==> config.mk <==
export PLATFORM = sky130hd
export DESIGN_NAME = seg_display_ctrl
export DESIGN_NICKNAME = d
export VERILOG_FILES = /design/src/rtl/seg_pkg.sv /design/src/rtl/seg_hex_decode.sv /design/src/rtl/seg_display_ctrl.sv
export SDC_FILE = /design/constraint.sdc
export NUM_CORES = 1
export LEC_CHECK = 0
export ABC_CLOCK_PERIOD_IN_PS = 5900
export BUFFER_PORTS_ARGS = -buffer_cell sky130_fd_sc_hd__buf_2
export CORE_UTILIZATION = 51
export CTS_BUF_LIST = sky130_fd_sc_hd__clkbuf_2 sky130_fd_sc_hd__clkbuf_4 sky130_fd_sc_hd__clkbuf_8
export DETAILED_ROUTE_END_ITERATION = 10
export PLACE_DENSITY = 0.71
export SLEW_MARGIN = 5
export SYNTH_ARGS = -nofsm -noshare
export SYNTH_HDL_FRONTEND = slang
export SYNTH_HIERARCHICAL = 1
export SYNTH_SLANG_ARGS = --single-unit
==> constraint.sdc <==
create_clock -name clk -period 5.9 [get_ports clk]
set_input_delay 0.295 -clock clk [delete_from_list [all_inputs] [get_ports clk]]
set_output_delay 0.295 -clock clk [all_outputs]
set_load 0.005 [all_outputs]
==> src/rtl/seg_pkg.sv <==
// Shared constants for the seven-segment display controller.
package seg_pkg;

  localparam logic [1:0] MODE_HEX   = 2'd0;
  localparam logic [1:0] MODE_HALT  = 2'd1;
  localparam logic [1:0] MODE_BLANK = 2'd2;
  localparam logic [1:0] MODE_BLINK = 2'd3;

  // Active-low segment patterns: everything dark, everything lit
  localparam logic [6:0] SEG_OFF = 7'h7F;
  localparam logic [6:0] SEG_ALL = 7'h00;

endpackage

==> src/rtl/seg_hex_decode.sv <==
// Combinational hex nibble to active-low seven-segment decoder.
// Bit 0 is segment a, bit 6 is segment g.
module seg_hex_decode
  import seg_pkg::*;
(
  input  logic [3:0] nibble,
  output logic [6:0] seg
);

  // Standard 0-F glyph table, active-low
  always_comb begin
    seg = SEG_OFF;
    case (nibble)
      4'h0: seg = 7'h40;
      4'h1: seg = 7'h79;
      4'h2: seg = 7'h24;
      4'h3: seg = 7'h30;
      4'h4: seg = 7'h19;
      4'h5: seg = 7'h12;
      4'h6: seg = 7'h02;
      4'h7: seg = 7'h78;
      4'h8: seg = 7'h00;
      4'h9: seg = 7'h10;
      4'hA: seg = 7'h08;
      4'hB: seg = 7'h03;
      4'hC: seg = 7'h46;
      4'hD: seg = 7'h21;
      4'hE: seg = 7'h06;
      4'hF: seg = 7'h0E;
      default: seg = SEG_OFF;
    endcase
  end

endmodule

==> src/rtl/seg_display_ctrl.sv <==
// Multiplexed seven-segment display controller.
// Scans N_DIGITS common-anode digits, holding each for REFRESH_DIV cycles.
// New data is staged in a pending register and promoted to the active
// register only at a frame wrap, so a frame never shows a mix of old and new.
module seg_display_ctrl
  import seg_pkg::*;
#(
  parameter int N_DIGITS    = 4,
  parameter int REFRESH_DIV = 65536,
  parameter int BLINK_DIV   = 32
) (
  input  logic                  clk,
  input  logic                  rst_n,
  input  logic                  wr_en,
  input  logic [4*N_DIGITS-1:0] wr_data,
  input  logic [N_DIGITS-1:0]   dp_in,
  input  logic [N_DIGITS-1:0]   digit_en,
  input  logic [1:0]            mode,
  output logic [6:0]            seg,
  output logic                  dp,
  output logic [N_DIGITS-1:0]   an,
  output logic                  upd_pending,
  output logic                  frame_tick
);

  localparam int REF_W = $clog2(REFRESH_DIV);
  localparam int IDX_W = $clog2(N_DIGITS);
  localparam int BLK_W = $clog2(BLINK_DIV) + 1;

  localparam logic [REF_W-1:0] REF_LAST = REF_W'(REFRESH_DIV - 1);
  localparam logic [IDX_W-1:0] IDX_LAST = IDX_W'(N_DIGITS - 1);
  localparam logic [BLK_W-1:0] BLK_LAST = BLK_W'(BLINK_DIV - 1);

  logic [REF_W-1:0]            ref_cnt;
  logic [IDX_W-1:0]            idx;
  logic [BLK_W-1:0]            blink_cnt;
  logic                        blink_ph;
  logic                        wrap_d;

  logic [N_DIGITS-1:0][3:0]    pend_nib;
  logic [N_DIGITS-1:0]         pend_dp;
  logic [N_DIGITS-1:0][3:0]    act_nib;
  logic [N_DIGITS-1:0]         act_dp;

  logic                        digit_end;
  logic                        frame_wrap;
  logic                        visible;
  logic [6:0]                  dec_seg;
  logic [6:0]                  seg_next;
  logic                        dp_next;
  logic [N_DIGITS-1:0]         an_next;

  assign digit_end  = (ref_cnt == REF_LAST);
  assign frame_wrap = digit_end && (idx == IDX_LAST);

  seg_hex_decode u_dec (
    .nibble (act_nib[idx]),
    .seg    (dec_seg)
  );

  // Refresh counter, digit index and blink phase advance
  always_ff @(posedge clk or negedge rst_n) begin
    if (!rst_n) begin
      ref_cnt   <= '0;
      idx       <= '0;
      blink_cnt <= '0;
      blink_ph  <= 1'b1;
    end else begin
      if (digit_end) begin
        ref_cnt <= '0;
        idx     <= (idx == IDX_LAST) ? '0 : idx + 1'b1;
      end else begin
        ref_cnt <= ref_cnt + 1'b1;
      end
      if (frame_wrap) begin
        if (blink_cnt == BLK_LAST) begin
          blink_cnt <= '0;
          blink_ph  <= ~blink_ph;
        end else begin
          blink_cnt <= blink_cnt + 1'b1;
        end
      end
    end
  end

  // Pending/active data handoff; a write landing on the wrap bypasses pending
  always_ff @(posedge clk or negedge rst_n) begin
    if (!rst_n) begin
      pend_nib    <= '0;
      pend_dp     <= '0;
      act_nib     <= '0;
      act_dp      <= '0;
      upd_pending <= 1'b0;
    end else if (frame_wrap) begin
      upd_pending <= 1'b0;
      if (wr_en) begin
        act_nib <= wr_data;
        act_dp  <= dp_in;
      end else if (upd_pending) begin
        act_nib <= pend_nib;
        act_dp  <= pend_dp;
      end
    end else if (wr_en) begin
      pend_nib    <= wr_data;
      pend_dp     <= dp_in;
      upd_pending <= 1'b1;
    end
  end

  // Next output values for the digit currently selected by idx
  always_comb begin
    visible  = digit_en[idx] && (mode != MODE_BLANK) &&
               ((mode != MODE_BLINK) || blink_ph);
    seg_next = SEG_OFF;
    dp_next  = 1'b1;
    an_next  = '1;
    if (visible) begin
      an_next[idx] = 1'b0;
      if (mode == MODE_HALT) begin
        seg_next = SEG_ALL;
      end else begin
        seg_next = dec_seg;
        dp_next  = ~act_dp[idx];
      end
    end
  end

  // Output registers; frame_tick is delayed twice so it lines up with digit 0's first output cycle
  always_ff @(posedge clk or negedge rst_n) begin
    if (!rst_n) begin
      seg        <= SEG_OFF;
      dp         <= 1'b1;
      an         <= '1;
      wrap_d     <= 1'b0;
      frame_tick <= 1'b0;
    end else begin
      seg        <= seg_next;
      dp         <= dp_next;
      an         <= an_next;
      wrap_d     <= frame_wrap;
      frame_tick <= wrap_d;
    end
  end

endmodule

# Word-level counts from Yosys, hierarchy flattened
# Memory sizes are Yosys's and may differ from the RTL's.
# Index checks and enable logic that the tools add are counted.
dict set report classes {
  n_addsub 3
  magnitude_cmp 2
  n_eq_ne 6
  n_mux 22
  n_bitwise 4
  n_reduce_logical 10
}
# op count
set ops {}
lappend ops {{2-to-1 mux 16 bit} 3}
lappend ops {{adder 16 x 1 -> 16 bit, second input constant} 1}
lappend ops {{equality test 16 bit, second input constant} 1}
lappend ops {{2-to-1 mux 4 bit} 4}
lappend ops {{2-to-1 mux 7 bit} 2}
lappend ops {{binary-select mux 4 bit (select 2 bit)} 1}
lappend ops {{2-to-1 mux 1 bit} 7}
lappend ops {{adder 6 x 1 -> 6 bit, second input constant} 1}
lappend ops {{equality test 6 x 5 -> 1 bit, second input constant} 1}
lappend ops {{2-to-1 mux 6 bit} 1}
lappend ops {{AND reduction 2 bit} 3}
lappend ops {{binary-select mux 1 bit (select 2 bit)} 2}
lappend ops {{logical AND 1 bit} 4}
lappend ops {{!= test 2 bit, second input constant} 2}
lappend ops {{NOT 4 bit} 1}
lappend ops {{nonzero test 2 bit} 2}
lappend ops {{< comparator 2 x 3 -> 1 bit, second input constant} 1}
lappend ops {{NOT 1 bit} 3}
lappend ops {{adder 2 x 1 -> 2 bit, second input constant} 1}
lappend ops {{demux 1 bit (select 2 bit)} 1}
lappend ops {{equality test 2 x 1 -> 1 bit, second input constant} 1}
lappend ops {{equality test 2 bit, second input constant} 1}
lappend ops {{greater-or-equal comparator 2 x 1 -> 1 bit, second input constant} 1}
lappend ops {{2-to-1 mux 2 bit} 1}
lappend ops {{logical OR 1 bit} 1}
dict set report word_totals {
  register_bits 80
  rom_bits 112
  input_bits 29
  mem_count 1
}
# name depth width read_ports rd_ports_with_merged_regs wr line
set memory_table {}
lappend memory_table {{(name not given)} 16 7 1 0 0 seg_hex_decode.sv:13} ;# case (nibble)

# Logic depth before layout (Yosys ltp)
dict set report logic_depth {
  word_depth 6
  depth_mapped 9
  depth_no_buf 8
}

# Modules after synthesis
# The synthesis kept the hierarchy.
# module n_inst cells_per_inst area_each_um2 seq_area_each_um2
set by_module_without_submodules {}
lappend by_module_without_submodules {seg_display_ctrl 1 318 3662.3 2018.2}
lappend by_module_without_submodules {seg_hex_decode 1 31 261.5 0.0}

# Worst setup path before layout
# Ideal clock, no wire load.
dict set report synth_timing {
  kind {register to register}
  startpoint {reg idx[0]}
  endpoint {reg seg[3]}
  setup_time_ps 81
  t_arrival_ps 2055
  t_required_ps 5819
  path_slack_ps 3764
  path_stages_with_launch 9
  path_buffers 1
  path_cell_list {dfrtp_1 > buf_2 > mux4_2 > inv_1 > ha_1 > inv_1 > mux4_1 > nand2_1 > nand2_1}
}
dict set report synth_via {
  elab_chain_cells 5
}
# element line
set synth_rtl {}
lappend synth_rtl {{from (decl)} seg_display_ctrl.sv:35} ;# logic [IDX_W-1:0] idx;
lappend synth_rtl {{from (signal assigned)} seg_display_ctrl.sv:71} ;# idx <= (idx == IDX_LAST) ? '0 : idx + 1'b1;
lappend synth_rtl {{binary-select mux 4 bit (select 2 bit)} seg_display_ctrl.sv:57} ;# .nibble (act_nib[idx]),
lappend synth_rtl {{2-to-1 mux 4 bit (implied by the code)} seg_display_ctrl.sv:57}
lappend synth_rtl {{memory read (16 x 7 bit)} n/a}
lappend synth_rtl {{via dec_seg[3]} seg_display_ctrl.sv:48} ;# logic [6:0] dec_seg;
lappend synth_rtl {{2-to-1 mux 7 bit} seg_display_ctrl.sv:119} ;# if (mode == MODE_HALT) begin
lappend synth_rtl {{2-to-1 mux 7 bit} seg_display_ctrl.sv:117} ;# if (visible) begin
lappend synth_rtl {{via seg_next[3]} seg_display_ctrl.sv:49} ;# logic [6:0] seg_next;
lappend synth_rtl {{to (signal assigned)} seg_display_ctrl.sv:137} ;# seg <= seg_next;
lappend synth_rtl {{to (decl)} seg_display_ctrl.sv:19} ;# output logic [6:0] seg,
# The timed path passes the listed nets, and every way through them passes these cells. The select of a mux whose other input is x is not followed.
# A chain may end at the register's enable or synchronous reset.

# Final worst setup path
dict set report layout_timing {
  startpoint {reg ref_cnt[0]}
  endpoint {reg pend_nib[7] (netlist name)}
}
dict set report layout_via {
  elab_chain_cells 4
}
# element line
set layout_rtl {}
lappend layout_rtl {{from (decl)} seg_display_ctrl.sv:34} ;# logic [REF_W-1:0] ref_cnt;
lappend layout_rtl {{from (signal assigned)} seg_display_ctrl.sv:73} ;# ref_cnt <= ref_cnt + 1'b1;
lappend layout_rtl {{equality test 16 bit} seg_display_ctrl.sv:53} ;# assign digit_end = (ref_cnt == REF_LAST);
lappend layout_rtl {{logical AND 1 bit} seg_display_ctrl.sv:54} ;# assign frame_wrap = digit_end && (idx == IDX_LAST);
lappend layout_rtl {{NOT 1 bit (no source line)} n/a}
lappend layout_rtl {{AND reduction 2 bit (no source line)} n/a}
lappend layout_rtl {{to (signal assigned)} seg_display_ctrl.sv:104} ;# pend_nib <= wr_data;
lappend layout_rtl {{to (decl)} seg_display_ctrl.sv:40} ;# logic [N_DIGITS-1:0][3:0] pend_nib;
# No other way between the ends.

==> flow_metrics.tcl <==
set metrics [dict create \
    status "complete, no violations" \
    synth_cell_types 47 \
    p_switching_mw 0.230 \
    critical_path_class "reg2reg" \
    startpoint_type "flip-flop" \
    syn_inst 349 \
    p_leak_nw 1.99 \
    ys_seq_elements 80 \
    worst_setup_path_end_kind "flip-flop" \
    swShare 0.220 \
    clock_latency_ns 0.35 \
    synth_area_mm2 0.00392 \
    htreeDepth 3 \
    yosys_warnings 6 \
    firstDrtPassIters 4 \
    cts_tree "done" \
    max_stage_delay_ns 0.78 \
    combPwrFrac 0.054 \
    antenna_left 0 \
    cap_violations 0 \
    grt_max_degree 81 \
    crit_slowest_cell "o21ai_2" \
    synth.avg_cell_area_um2 11.2 \
    nets 428 \
    fmax_mhz 403 \
    post_cts_resize_count 0 \
    clkPwrFrac 0.398 \
    synth_edf_count 0 \
    path_cells "ha_1 > nand3_1 > or4_4 > o21ai_2 > o2bb2ai_1" \
    grt_pass1_wl_um 12000 \
    core_region_area_mm2 0.00733 \
    critPathBufInv 0 \
    arrival_ns 2.73 \
    critPathTopFamily "compound AO/OA/AOI/OAI gates" \
    grt_pass1_vias 2531 \
    area_growth_pct 11.1 \
    antenna_cells 0 \
    slew_headroom 0.164 \
    dr_total_vias 2609 \
    track_usage 0.188 \
    ys_top_cells_by_count "dfrtp_1 (67), nand2_1 (48), o21ai_0 (28)" \
    antenna_found_initial 0 \
    ctsHoldBuffers 0 \
    clk_pin_slew_ns 0.08 \
    die_y_um 89.7 \
    initial_core_util 0.535 \
    drc 0 \
    dp_hpwl_um 4680 \
    wl_um 6960 \
    dr.max_layer_used "met4" \
    row_count 31 \
    post-place-ws_ns 3.44 \
    drt_iter0_markers 106 \
    place_congestion 0.745 \
    final-max-slew-violation-count 0 \
    clock_path_buffers 2 \
    rsz0062_at_grt "no" \
    synthArstFlopShare 1.00 \
    setup_slack_ns 3.42 \
    period_share 0.420 \
    skew_ns 0.0118 \
    netlist.area_leader.share 0.427 \
    die-area_mm2 0.00805 \
    synth.area.top_cells "dfrtp_1 (43%), dfstp_2 (8.7%), mux2_2 (5.7%)" \
    wl_met1_um 3360 \
    worstPathMaxFanout 20 \
    vdd_drop_max_mv 0.117 \
    tightest_slew_ns 1.24 \
    syn-num-nets 391 \
    synth-main-ff-cell "dfrtp_1" \
    layout-drive-gt1-share 0.271 \
    setup_tns_ns 0 \
    wl_per_cell_um 14.2 \
    die_w_um 89.7 \
    cts_setup_buffers 0 \
    yosysMostFrequentCell "dfrtp_1" \
    via_per_inst 5.32 \
    io_pins 43 \
    p_int_mw 0.814 \
    finalSetupViolations 0 \
    clock-sinks 80 \
    io_buffers 42 \
    hp-class "in2async" \
    synth.largest_area_cell "dfrtp_1" \
    fin_crit_ns 2.48 \
    cts.root.buffer_cell "clkbuf_8" \
    grt_overflow_total 0 \
    r2r-start "ref_cnt[0]$_DFF_PN0_" \
    crit_path_start "ref_cnt[0]$_DFF_PN0_" \
    p_per_area_mw_per_mm2 239 \
    numCtsBuffers 9 \
    crit_required_ns 6.15 \
    hold_viol_final 0 \
    yosysSeqAreaShare 0.514 \
    wl_met3_um 202 \
    wl_met2_um 3280 \
    whs_ns 0.0938 \
    seqPwrFrac 0.548 \
]
-- cells by family after synthesis --
group / after synthesis / synth area share
buffers and inverters: 43 / 0.0529
and+or+nand+nor: 104 / 0.136
DFF: 80 / 0.514
adders and majority gates: 13 / 0.0415
xor gates and xnor gates: 13 / 0.0290
muxes: 37 / 0.126
AOI/OAI and AO/OA: 59 / 0.101
-- stage by stage --
step	util	std cells	instance area, um^2	total power, mW
floorplan	-	349	3920	0.611
global placement	0.567	474	4150	0.638
detailed placement	0.567	474	4150	0.640
global route	0.595	490	4360	1.09
finish	0.595	490	4360	1.04
CTS	0.595	490	4360	1.06
-- power by group through the flow --
stage                     clock network (mW)  logic [mW]  registers, mW
final                                  0.415      0.0561          0.572
after floorplan                            0      0.0296          0.581
after global routing                   0.448      0.0655          0.574
after global placement                     0      0.0563          0.582
after detailed placement                   0      0.0577          0.582
after CTS                              0.426      0.0577          0.572
-- final cells by class --
class / count / area, um^2
clock buffers: 13 / 166
clock inverters: 3 / 40.0
fillers: 594 / 2970
inverters: 27 / 101
multi-input cells: 226 / 1700
flip-flops and latches: 80 / 2020
well taps: 99 / 124
repair buffers: 42 / 213
-- flip-flops by register name (all words and copies together) (netlist names), 2 cells and up --
name       count
act_nib       16
pend_nib      16
ref_cnt       16
seg            7
blink_cnt      6
act_dp         4
an             4
pend_dp        4
idx            2
-- final timing paths --
| check | cells after the start | end | slack, ns |
|---|---|---|---|
| min in group clk | 3 | pend_nib[0]$_DFFE_PN0P_ | 0.21 |
| max in group asynchronous | 1 | idx[1]$_DFFE_PN0N_ | 5.16 |
| min reg2reg | 0 | frame_tick$_DFF_PN0_ | 0.36 |
| max | 5 | pend_nib[7]$_DFFE_PN0P_ | 3.42 |
| min | 1 | act_nib[2]$_DFFE_PN0P_ | 0.09 |
| max reg2reg | 5 | pend_nib[7]$_DFFE_PN0P_ | 3.42 |
-- per-layer routing --
layer / vias to the layer above / GRT usage
li1: 1279 / -
met1: 1268 / 0.252
met2: 51 / 0.305
met3: 11 / 0.0305
met4: 0 / 0.0820
met5: - / 0
-- cell usage in the layout, fill, tap and decap left out, types with 4 or more instances in the layout --
cell / instances
dfrtp_1: 67
dfstp_2: 13
mux2i_1: 5
mux4_2: 6
nand2b_1: 4
xor2_1: 4
inv_1: 26
o21ai_0: 28
nor2_1: 14
nand3_1: 10
o2bb2ai_1: 20
xnor2_1: 9
mux2_1: 5
nand4_1: 6
nand2_1: 48
buf_2: 41
mux2_2: 20
ha_1: 13
clkbuf_8: 11
Power figures use the tool's default switching activity.
